[src/rtl/scene_renderer_pkg.sv]
// Shared game geometry for the scene renderer: tile grid, block field,
// walls, paddle/ball sizes, colours and the per-row block palette.
package scene_renderer_pkg;

    // Beam position to RGB output delay in clocks
    localparam int LATENCY = 3;

    localparam int H_ACTIVE = 640;
    localparam int V_ACTIVE = 480;

    // Tiles are 8x8 pixels
    localparam int TILE_SHIFT = 3;

    // Block field: 8 columns x 9 rows, each block 8 tiles wide, 2 tiles tall
    localparam int BLOCK_START_X_TILE = 8;
    localparam int BLOCK_START_Y_TILE = 4;
    localparam int BLOCK_W_TILES      = 8;
    localparam int BLOCK_H_TILES      = 2;
    localparam int BLOCK_COL_COUNT    = 8;
    localparam int BLOCK_ROW_COUNT    = 9;
    localparam logic [6:0] INVALID_BLOCK_ADDR = 7'd72;

    // Playfield border
    localparam int LEFT_WALL_TILE  = 0;
    localparam int RIGHT_WALL_TILE = 79;
    localparam int CEILING_TILE    = 0;

    // Moving objects
    localparam int PADDLE_Y_PIXEL      = 440;
    localparam int PADDLE_LENGTH_PIXEL = 64;
    localparam int PADDLE_HEIGHT_PIXEL = 8;
    localparam int BALL_SIZE_PIXEL     = 8;

    // 3-3-2 colours
    localparam logic [7:0] BALL_COLOUR   = 8'hFF;
    localparam logic [7:0] PADDLE_COLOUR = 8'hB6;
    localparam logic [7:0] WALL_COLOUR   = 8'h92;
    localparam logic [7:0] BG_COLOUR     = 8'h00;

    typedef enum logic [1:0] {
        FS_WAIT_FIRST,
        FS_ACTIVE,
        FS_VBLANK
    } frame_state_t;

    // Block colour chosen by block row (row modulo 8)
    function automatic logic [7:0] block_palette(input logic [2:0] idx);
        logic [7:0] c;
        case (idx)
            3'd0:    c = 8'hE0;
            3'd1:    c = 8'hEC;
            3'd2:    c = 8'hFC;
            3'd3:    c = 8'h1C;
            3'd4:    c = 8'h1F;
            3'd5:    c = 8'h03;
            3'd6:    c = 8'hE3;
            default: c = 8'h6D;
        endcase
        return c;
    endfunction

endpackage

[src/rtl/scene_renderer_block_addr_calc.sv]
// Combinational beam pixel -> block-state address, palette row and
// 1-pixel gap flag for the block field.
module block_addr_calc
    import scene_renderer_pkg::*;
(
    input  logic [9:0] i_x,
    input  logic [9:0] i_y,
    output logic [6:0] o_addr,
    output logic [2:0] o_row_idx,
    output logic       o_gap
);

    logic [6:0] w_x_tile;
    logic [6:0] w_y_tile;
    logic [5:0] w_dx_tile;
    logic [4:0] w_dy_tile;
    logic [2:0] w_col;
    logic [3:0] w_row;
    logic       w_in_grid;

    assign w_x_tile  = i_x[9:TILE_SHIFT];
    assign w_y_tile  = i_y[9:TILE_SHIFT];
    assign w_dx_tile = 6'(w_x_tile - 7'(BLOCK_START_X_TILE));
    assign w_dy_tile = 5'(w_y_tile - 7'(BLOCK_START_Y_TILE));

    // Block width is 8 tiles and height 2 tiles, so column/row are shifts
    assign w_col = w_dx_tile[5:3];
    assign w_row = w_dy_tile[4:1];

    assign w_in_grid = (w_x_tile >= 7'(BLOCK_START_X_TILE)) &&
                       (w_x_tile <  7'(BLOCK_START_X_TILE + BLOCK_COL_COUNT * BLOCK_W_TILES)) &&
                       (w_y_tile >= 7'(BLOCK_START_Y_TILE)) &&
                       (w_y_tile <  7'(BLOCK_START_Y_TILE + BLOCK_ROW_COUNT * BLOCK_H_TILES));

    // Eight columns per row, so row*8+col is a plain concatenation
    assign o_addr    = w_in_grid ? {w_row, w_col} : INVALID_BLOCK_ADDR;
    assign o_row_idx = w_row[2:0];

    // Last pixel column / row of every block is left as background
    assign o_gap = ((w_dx_tile[2:0] == 3'd7) && (i_x[2:0] == 3'd7)) ||
                   (w_dy_tile[0] && (i_y[2:0] == 3'd7));

endmodule

[src/rtl/scene_renderer.sv]
// Three-stage scene renderer: classifies the beam pixel, reads block state,
// and produces 3-3-2 RGB with syncs delayed to match. Ball/paddle positions
// are snapshotted once per frame at the frame-tick pulse.
module scene_renderer
    import scene_renderer_pkg::*;
(
    input  logic       CLK,
    input  logic       RESET_N,
    input  logic [9:0] X_PIXEL,
    input  logic [9:0] Y_PIXEL,
    input  logic       HSYNC_IN,
    input  logic       VSYNC_IN,
    input  logic [9:0] PADDLE_X_PIXEL,
    input  logic [9:0] BALL_X_PIXEL,
    input  logic [9:0] BALL_Y_PIXEL,
    input  logic       BALL_LOST,
    output logic [6:0] BLOCK_ADDR,
    input  logic       BLOCK_ALIVE,
    output logic       START_UPDATE,
    output logic [7:0] RGB,
    output logic       HSYNC,
    output logic       VSYNC
);

    function automatic logic [7:0] pixel_colour(input logic       active,
                                                input logic       ball,
                                                input logic       paddle,
                                                input logic       block_on,
                                                input logic       wall,
                                                input logic [7:0] block_colour);
        logic [7:0] c;
        if (!active)       c = BG_COLOUR;
        else if (ball)     c = BALL_COLOUR;
        else if (paddle)   c = PADDLE_COLOUR;
        else if (block_on) c = block_colour;
        else if (wall)     c = WALL_COLOUR;
        else               c = BG_COLOUR;
        return c;
    endfunction

    frame_state_t r_state, w_next_state;
    logic         w_start;
    logic         r_start_update;
    logic [7:0]   r_frame_cnt;
    logic [9:0]   r_ball_x, r_ball_y, r_paddle_x;

    logic [6:0]   w_addr;
    logic [2:0]   w_row_idx;
    logic         w_gap;
    logic         w_active, w_ball_hit, w_paddle_hit, w_wall, w_hide;
    logic [10:0]  w_x11, w_y11;

    logic [6:0]   r_block_addr;
    logic         r_vld_p0, r_vld_p1;
    logic         r_hs_p0, r_hs_p1, r_hs_p2;
    logic         r_vs_p0, r_vs_p1, r_vs_p2;
    logic [7:0]   r_rgb_p2;
    logic         r_active_p0, r_ball_p0, r_paddle_p0, r_wall_p0, r_gap_p0;
    logic [7:0]   r_colour_p0;
    logic         r_active_p1, r_ball_p1, r_paddle_p1, r_wall_p1, r_block_on_p1;
    logic [7:0]   r_colour_p1;

    block_addr_calc u_block_addr_calc (
        .i_x       (X_PIXEL),
        .i_y       (Y_PIXEL),
        .o_addr    (w_addr),
        .o_row_idx (w_row_idx),
        .o_gap     (w_gap)
    );

    // Beam classification; object compares at 11 bits so x+size never wraps
    assign w_x11        = {1'b0, X_PIXEL};
    assign w_y11        = {1'b0, Y_PIXEL};
    assign w_active     = (X_PIXEL < 10'(H_ACTIVE)) && (Y_PIXEL < 10'(V_ACTIVE));
    assign w_hide       = BALL_LOST && r_frame_cnt[4];
    assign w_ball_hit   = (w_x11 >= {1'b0, r_ball_x}) &&
                          (w_x11 <  ({1'b0, r_ball_x} + 11'(BALL_SIZE_PIXEL))) &&
                          (w_y11 >= {1'b0, r_ball_y}) &&
                          (w_y11 <  ({1'b0, r_ball_y} + 11'(BALL_SIZE_PIXEL)));
    assign w_paddle_hit = (w_x11 >= {1'b0, r_paddle_x}) &&
                          (w_x11 <  ({1'b0, r_paddle_x} + 11'(PADDLE_LENGTH_PIXEL))) &&
                          (w_y11 >= 11'(PADDLE_Y_PIXEL)) &&
                          (w_y11 <  11'(PADDLE_Y_PIXEL + PADDLE_HEIGHT_PIXEL));
    assign w_wall       = (X_PIXEL[9:TILE_SHIFT] == 7'(LEFT_WALL_TILE))  ||
                          (X_PIXEL[9:TILE_SHIFT] == 7'(RIGHT_WALL_TILE)) ||
                          (Y_PIXEL[9:TILE_SHIFT] == 7'(CEILING_TILE));

    // Frame FSM next state; the tick fires only on the ACTIVE->VBLANK edge
    always_comb begin
        w_next_state = r_state;
        w_start      = 1'b0;
        case (r_state)
            FS_WAIT_FIRST: begin
                if (X_PIXEL == 10'd0 && Y_PIXEL == 10'd0) w_next_state = FS_ACTIVE;
            end
            FS_ACTIVE: begin
                if (X_PIXEL == 10'd0 && Y_PIXEL == 10'(V_ACTIVE)) begin
                    w_next_state = FS_VBLANK;
                    w_start      = 1'b1;
                end
            end
            FS_VBLANK: begin
                if (X_PIXEL == 10'd0 && Y_PIXEL == 10'd0) w_next_state = FS_ACTIVE;
            end
            default: w_next_state = FS_WAIT_FIRST;
        endcase
    end

    // Frame state, tick pulse, frame counter and once-per-frame position snapshot
    always_ff @(posedge CLK or negedge RESET_N) begin
        if (!RESET_N) begin
            r_state        <= FS_WAIT_FIRST;
            r_start_update <= 1'b0;
            r_frame_cnt    <= 8'd0;
            r_ball_x       <= 10'd0;
            r_ball_y       <= 10'd0;
            r_paddle_x     <= 10'd0;
        end else begin
            r_state        <= w_next_state;
            r_start_update <= w_start;
            if (r_start_update) begin
                r_frame_cnt <= r_frame_cnt + 8'd1;
                r_ball_x    <= BALL_X_PIXEL;
                r_ball_y    <= BALL_Y_PIXEL;
                r_paddle_x  <= PADDLE_X_PIXEL;
            end
        end
    end

    // Pipeline control: valid bits, block address, sync delay line, RGB output
    always_ff @(posedge CLK or negedge RESET_N) begin
        if (!RESET_N) begin
            r_block_addr <= INVALID_BLOCK_ADDR;
            r_vld_p0     <= 1'b0;
            r_vld_p1     <= 1'b0;
            r_hs_p0      <= 1'b1;
            r_hs_p1      <= 1'b1;
            r_hs_p2      <= 1'b1;
            r_vs_p0      <= 1'b1;
            r_vs_p1      <= 1'b1;
            r_vs_p2      <= 1'b1;
            r_rgb_p2     <= BG_COLOUR;
        end else begin
            // S1
            r_block_addr <= w_addr;
            r_vld_p0     <= 1'b1;
            r_hs_p0      <= HSYNC_IN;
            r_vs_p0      <= VSYNC_IN;
            // S2
            r_vld_p1     <= r_vld_p0;
            r_hs_p1      <= r_hs_p0;
            r_vs_p1      <= r_vs_p0;
            // S3
            r_hs_p2      <= r_hs_p1;
            r_vs_p2      <= r_vs_p1;
            r_rgb_p2     <= r_vld_p1 ? pixel_colour(r_active_p1, r_ball_p1, r_paddle_p1,
                                                    r_block_on_p1, r_wall_p1, r_colour_p1)
                                     : BG_COLOUR;
        end
    end

    // Pipeline data: classification flags and block colour (no reset needed)
    always_ff @(posedge CLK) begin
        // S1
        r_active_p0   <= w_active;
        r_ball_p0     <= w_ball_hit && !w_hide;
        r_paddle_p0   <= w_paddle_hit && !w_hide;
        r_wall_p0     <= w_wall;
        r_gap_p0      <= w_gap;
        r_colour_p0   <= block_palette(w_row_idx);
        // S2
        r_active_p1   <= r_active_p0;
        r_ball_p1     <= r_ball_p0;
        r_paddle_p1   <= r_paddle_p0;
        r_wall_p1     <= r_wall_p0;
        r_colour_p1   <= r_colour_p0;
        r_block_on_p1 <= BLOCK_ALIVE && !r_gap_p0 && (r_block_addr != INVALID_BLOCK_ADDR);
    end

    assign BLOCK_ADDR   = r_block_addr;
    assign START_UPDATE = r_start_update;
    assign RGB          = r_rgb_p2;
    assign HSYNC        = r_hs_p2;
    assign VSYNC        = r_vs_p2;

endmodule
[config.mk]
export PLATFORM = sky130hd
export DESIGN_NAME = scene_renderer
export DESIGN_NICKNAME = d
export VERILOG_FILES = /design/src/rtl/scene_renderer_pkg.sv /design/src/rtl/scene_renderer_block_addr_calc.sv /design/src/rtl/scene_renderer.sv
export SDC_FILE = /design/constraint.sdc
export NUM_CORES = 1
export LEC_CHECK = 0
export ABC_AREA = 1
export BUFFER_PORTS_ARGS = -buffer_cell sky130_fd_sc_hd__buf_2
export CORE_AREA = 2 2 104 106
export CTS_CLUSTER_DIAMETER = 100
export DETAILED_ROUTE_END_ITERATION = 7
export DIE_AREA = 0 0 106 108
export PLACE_DENSITY = 0.73
export SETUP_SLACK_MARGIN = 0.2
export SYNTH_ARGS = -nofsm -noshare
export SYNTH_HDL_FRONTEND = slang
export SYNTH_SLANG_ARGS = --single-unit
[constraint.sdc]
create_clock -name CLK -period 4.1 [get_ports CLK]
set_input_delay 0.205 -clock CLK [delete_from_list [all_inputs] [get_ports CLK]]
set_output_delay 0.205 -clock CLK [all_outputs]
set_load 0.005 [all_outputs]
After elaboration in Yosys (flattened, before gate mapping). Index checks and enable logic that the tools add are counted. Widths: inputs -> output; s select.

Bits in registers: 90. Bits in latches: 0. Bits in writable memories: 0. Memory bits (read-only): 0. Input port bits: 56. Output and inout bits: 18. Word-level logic and storage cells: 109. Memories: 0.

Add/subtract/negate cells: 6. $mul: 0. Divide/modulo/power cells: 0. $lt $le $gt $ge: 14. Equal/unequal tests: 16. Shift-type cells: 0. Multiplexer cells: 13. Bitwise operators: 0. Reduce and logical (&&, ||, !) cells: 32.

Operator list (number): $pmux 8 s7 (1); $mux 8 (6); $lt 10x11->1 (3); $ge 10x10->1 (3); $add 10x4->11 const B (2); $logic_not 10->1 (2); $lt 10x9->1 const B (2); $logic_and 1x1->1 (19); $eq 3x3->1 const B (6); $logic_not 7->1 (2); $add 10x7->11 const B (1); $eq 10x9->1 const B (1); $ge 10x9->1 const B (1); $lt 10x10->1 const B (1); $add 8x1->8 const B (1); $eq 7x7->1 const B (1); $ge 7x3->1 const B (1); $ge 7x4->1 const B (1); $lt 7x5->1 const B (1); $lt 7x7->1 const B (1); $mux 7 (1); $ne 7x7->1 const B (1); $eq 3x2->1 const B (2); $sub 6x4->6 const B (1); 15 further kinds (20).

Depth between registers and ports, before layout.
Word-level depth: 6. Gate-level depth with buffers: 13. Gate-level depth less buffers: 13.

Cells and area by module. From an unflattened synthesis, not the netlist that was laid out.

Cells, all modules: 550. Area total of the unflattened synthesis: 4548.1 um^2.

By module, submodules not included: scene_renderer (times used 1, cells each 504, area an instance 4311.6 um^2, seq. area each 1976.9 um^2); block_addr_calc (times used 1, cells each 46, area an instance 236.5 um^2, seq. area each 0.0 um^2).

Least setup slack after synthesis. OpenSTA, ideal clock, no wires.

Kind: flip-flop to flip-flop. Start: reg r_ball_y[5]. End: reg r_ball_p0. Library setup time: 116 ps. Arrival: 1623 ps. Data required time: 3984 ps. Path slack: 2361 ps. Stages on the path, launching flop included: 12. Path buffers: 0. Period minus slack after synthesis: 1739 ps. Path through: dfrtp_1 inv_2 nor3_2 xor2_1 ha_1 nand2_1 nor3_1 nand2_1 nand2_1 nand3_1 a21oi_1 nor2_2.

Word-level cells in the longest chain between the ends: 4. Elaborated cells between the ends (all ways): 6. Classes of those cells: 1 x add/sub; 2 x order compare; 3 x reduce/logical.

Ends and longest elaborated chain: start, declared (line scene_renderer.sv:45) `logic [9:0] r_ball_x, r_ball_y, r_paddle_x;`; start signal, assigned (line scene_renderer.sv:116) `r_ball_y <= 10'd0;`; start signal, assigned (line scene_renderer.sv:124) `r_ball_y <= BALL_Y_PIXEL;`; $add 10x4->11 or $ge 10x10->1 (tied branches) (line scene_renderer.sv:79, scene_renderer.sv:78); $lt 10x11->1 or $logic_and 1x1->1 (tied branches) (line scene_renderer.sv:79, scene_renderer.sv:77); $logic_and 1x1->1 (*) (line scene_renderer.sv:78) `(w_y11 >= {1'b0, r_ball_y}) &&`; $logic_and 1x1->1 (*) (line scene_renderer.sv:166) `r_ball_p0 <= w_ball_hit && !w_hide;`; end signal, assigned (line scene_renderer.sv:166); end, declared (line scene_renderer.sv:58) `logic r_active_p0, r_ball_p0, r_paddle_p0, r_wall_p0, r_gap_p0;`.

Every way passes the cells marked *; elsewhere a longest branch is shown, timed or not. A chain may end at the register's enable or synchronous reset.

Final worst setup path.
Start: reg r_ball_y[4]. End: reg r_ball_p0.

The elaborated chain is that of the path after synthesis.

==> results.toml <==
[floorplanning]
initial_core_util_pct = 44.5
ioPinCount = 74
coreArea_sq_mm = 0.0102
dieArea_sq_mm = 0.0114
fp-row-count = 37
die_w_um = 106
die_h_um = 108

[synth]
netlist_area_sq_mm = 0.00455
syn_nets = 653
yosysWarnings = 0
synth-edff-count = 0
synth_mux_area_share_pct = 0.990
ys_seq_area_share_pct = 43.4
synth-seq-cells = 83
synthCells = 540
async_reset_ff_share_pct = 73.5
synth_top_family_by_area = "simple AND/OR/NAND/NOR gates"
synth_simple_gate_area_share_pct = 20.3
synth_compound_area_share_pct = 8.88
synth_cell_types = 37
synthAdderAreaFrac_pct = 15.7
synthFlopType = "dfrtp_1"
syn_avg_cell_area_sq_um = 8.43
synthXorXnorAreaFrac_pct = 3.08

[cts]
insertion_delay_ns = 0.36
cts_tree = "done"
htreeDepth = 3
cts-resized-gates = 0
postCtsHoldBufs = 2
cts_setup_buffers = 0
cts_buffers = 9
cts.sinks = 83
clkTransAtPathRegs_ns = 0.10
cts_root_buf = "clkbuf_8"
clk_path_buf_depth = 2

[setup_path]
crit_arrival_ns = 2.28
cp_max_fo = 4
crit_type = "reg2reg"
cp-end-kind = "register"
slowest_delay_ns = 0.38
path_cells = "inv_1 > nor3_2 > xor2_1 > ha_1 > nand2_1 > nor3_1 > nand2_1 > nand2_1 > nand3_1 > a21oi_1 > nor2_2"
worst_path_most_repeated_cell = "nand2_1"
cpMaxStageDelayCell = "dfrtp_1"
startpoint_type = "register"
cp.required_ns = 4.37

[min_path]
hp-class = "in2async"

[layout]
mostFrequentLayoutCells = "nand2_1 (120), inv_1 (77), buf_2 (73)"
num-nets-final = 730
n_fill_cell = 959
final_cells = 758
multi_input_area_sq_mm = 0.00223
seqCellArea_sq_mm = 0.00198
area_delta_synth_final_pct = 15.6
layout_commonest_cell = "nand2_1"
drive_gt1_share_pct = 18.3
diodes = 0

[route]
route.detailed.drc = 0
drt_iter0_markers = 115
avgRoutedWirePerCell_um = 12.7
ant_nets = 0
firstDrtPassIters = 6
vias_per_cell = 4.85
vias = 3679
wirelength_um = 9650

[grt]
grt_util_met3_pct = 3.86
antenna_found_initial = 0
gr-usage-all-layers_pct = 18.3
grt-ovfl-total = 0
grt_pass1_vias = 3705
grtUsageMet2_pct = 31.7
top_usage_layer = "met2"
grt_use_met1_pct = 22.3
grt_pass1_wl_um = 16500
grt_max_degree = 64

[sta]
setup_viol = 0
clock_skew_ns = 0.0105
clock.fmax_ghz = 0.498
worst_slew_pin_slew_ns = 0.919
hold_violations = 0
slew_headroom_pct = 38.8
tns_ns = 0
finalCriticalPeriod_ns = 2.01
drv_slew = 0
rsz0062_at_grt = "no"
finalCritPeriodShare_pct = 49.0

[place]
portBuffers = 73
place_congestion = 0.866
dp_hpwl_um = 7390
dp_cells = 740

[power_and_ir_drop]
peakVddDrop_mv = 0.176
power.density_mw_per_mm2 = 298
cellLeakagePower_nw = 2.88

[flow_run]
drv_cap = 0

[outcome]
status = "complete, no violations"
==> cell usage after synthesis, types with 2 or more instances <==
cell type / number / share of area (%)
nand2_1: 120 / 9.9
a211oi_1: 3 / 0.49
o21ai_1: 3 / 0.33
nor3_1: 10 / 1.1
a21o_1: 3 / 0.49
nor2_2: 2 / 0.27
xnor2_1: 5 / 0.96
nor2_4: 2 / 0.49
dfrtp_1: 53 / 29
nand4_1: 6 / 0.82
dfxtp_1: 22 / 9.7
a21oi_1: 26 / 2.9
clkbuf_1: 5 / 0.41
xor2_1: 11 / 2.1
nor2_1: 42 / 3.5
nor3b_1: 2 / 0.33
dfstp_2: 8 / 4.6
mux2_2: 4 / 0.99
nand2_2: 3 / 0.41
or2_1: 3 / 0.41
nand3_1: 24 / 2.6
a31oi_1: 2 / 0.27
ha_1: 57 / 16
o21ai_0: 32 / 3.5
inv_1: 77 / 6.3
buf_2: 4 / 0.44
==> final timing paths <==
check | from | to | slack [ns] | cells after the start
worst max-delay path | r_ball_y[4]$_DFFE_PN0P_ | r_ball_p0$_DFF_P_ | 2.09 | 11
worst min-delay path | RESET_N | RGB[1]$_DFF_PN0_ | 0.006 | 2
worst max register to register | r_ball_y[4]$_DFFE_PN0P_ | r_ball_p0$_DFF_P_ | 2.09 | 11
worst min register to register | r_colour_p0[7]$_DFF_P_ | r_colour_p1[7]$_DFF_P_ | 0.33 | 0
max in group asynchronous | RESET_N | START_UPDATE$_DFF_PN0_ | 3.54 | 2
min in group CLK | BALL_Y_PIXEL[6] | r_ball_y[6]$_DFFE_PN0P_ | 0.04 | 3
==> area by class of cell <==
type | instances | area share [%]
flip-flops and latches | 83 | 37.6
well taps | 136 | 3.23
clock buffers | 9 | 2.35
clock inverters | 7 | 1.36
repair buffers | 76 | 7.47
inverters | 78 | 5.56
multi-input cells | 369 | 42.4
==> power by group <==
part,leakage (nW),switching (mW),internal [mW]
logic,1.93,0.0842,0.0551
clock network,0.0945,0.345,0.238
registers,0.859,0.00791,0.840
==> registers in the layout, indices dropped and copies added, names as in the netlist, 2 cells and up <==
register	cells
r_ball_x	10
r_colour_p1	6
r_paddle_x	10
r_state	2
RGB	8
r_ball_y	10
r_frame_cnt	5
BLOCK_ADDR	7
r_colour_p0	6
==> cell families after synthesis <==
kind of cell | count (synthesis)
AO/OA/AOI/OAI | 74
XOR/XNOR | 16
multiplexers | 4
AND/OR/NAND/NOR | 217
buffers and inverters | 88
adder cells (fa/ha/maj) | 57
other | 1
flip-flops | 83
==> metal layers <==
layer  vias up  share of wire (%)  routed length, um
met2        94                 47               4560
met4         0                2.2                217
met5         -                  0                  0
met3        22                5.1                488
li1       1885                  -                  -
met1      1678                 45               4390
==> worst max-delay path: cells and delay by family, from the launching register on <==
family / cells / cell delay (ns)
buffers and inverters: 1 / 0.08
AO/OA/AOI/OAI: 1 / 0.16
adder cells (fa/ha/maj): 1 / 0.32
XOR/XNOR: 1 / 0.12
AND/OR/NAND/NOR: 7 / 0.84
flip-flops: 1 / 0.38
==> stage by stage <==
step	power, mW	setup slack, ns	util, %	cell area (sq um)	hold WS, ns
floorplan	0.930	2.36	-	4550	-0.0906
global placement	0.997	2.26	49.3	5050	0.312
detailed placement	1.00	2.13	49.3	5050	0.312
CTS	1.59	2.12	51.4	5260	0.0251
global route	1.65	1.85	51.4	5260	0.0475
finish	1.57	2.09	51.4	5260	0.00611
Note: power is estimated with default switching activity, not from simulation.
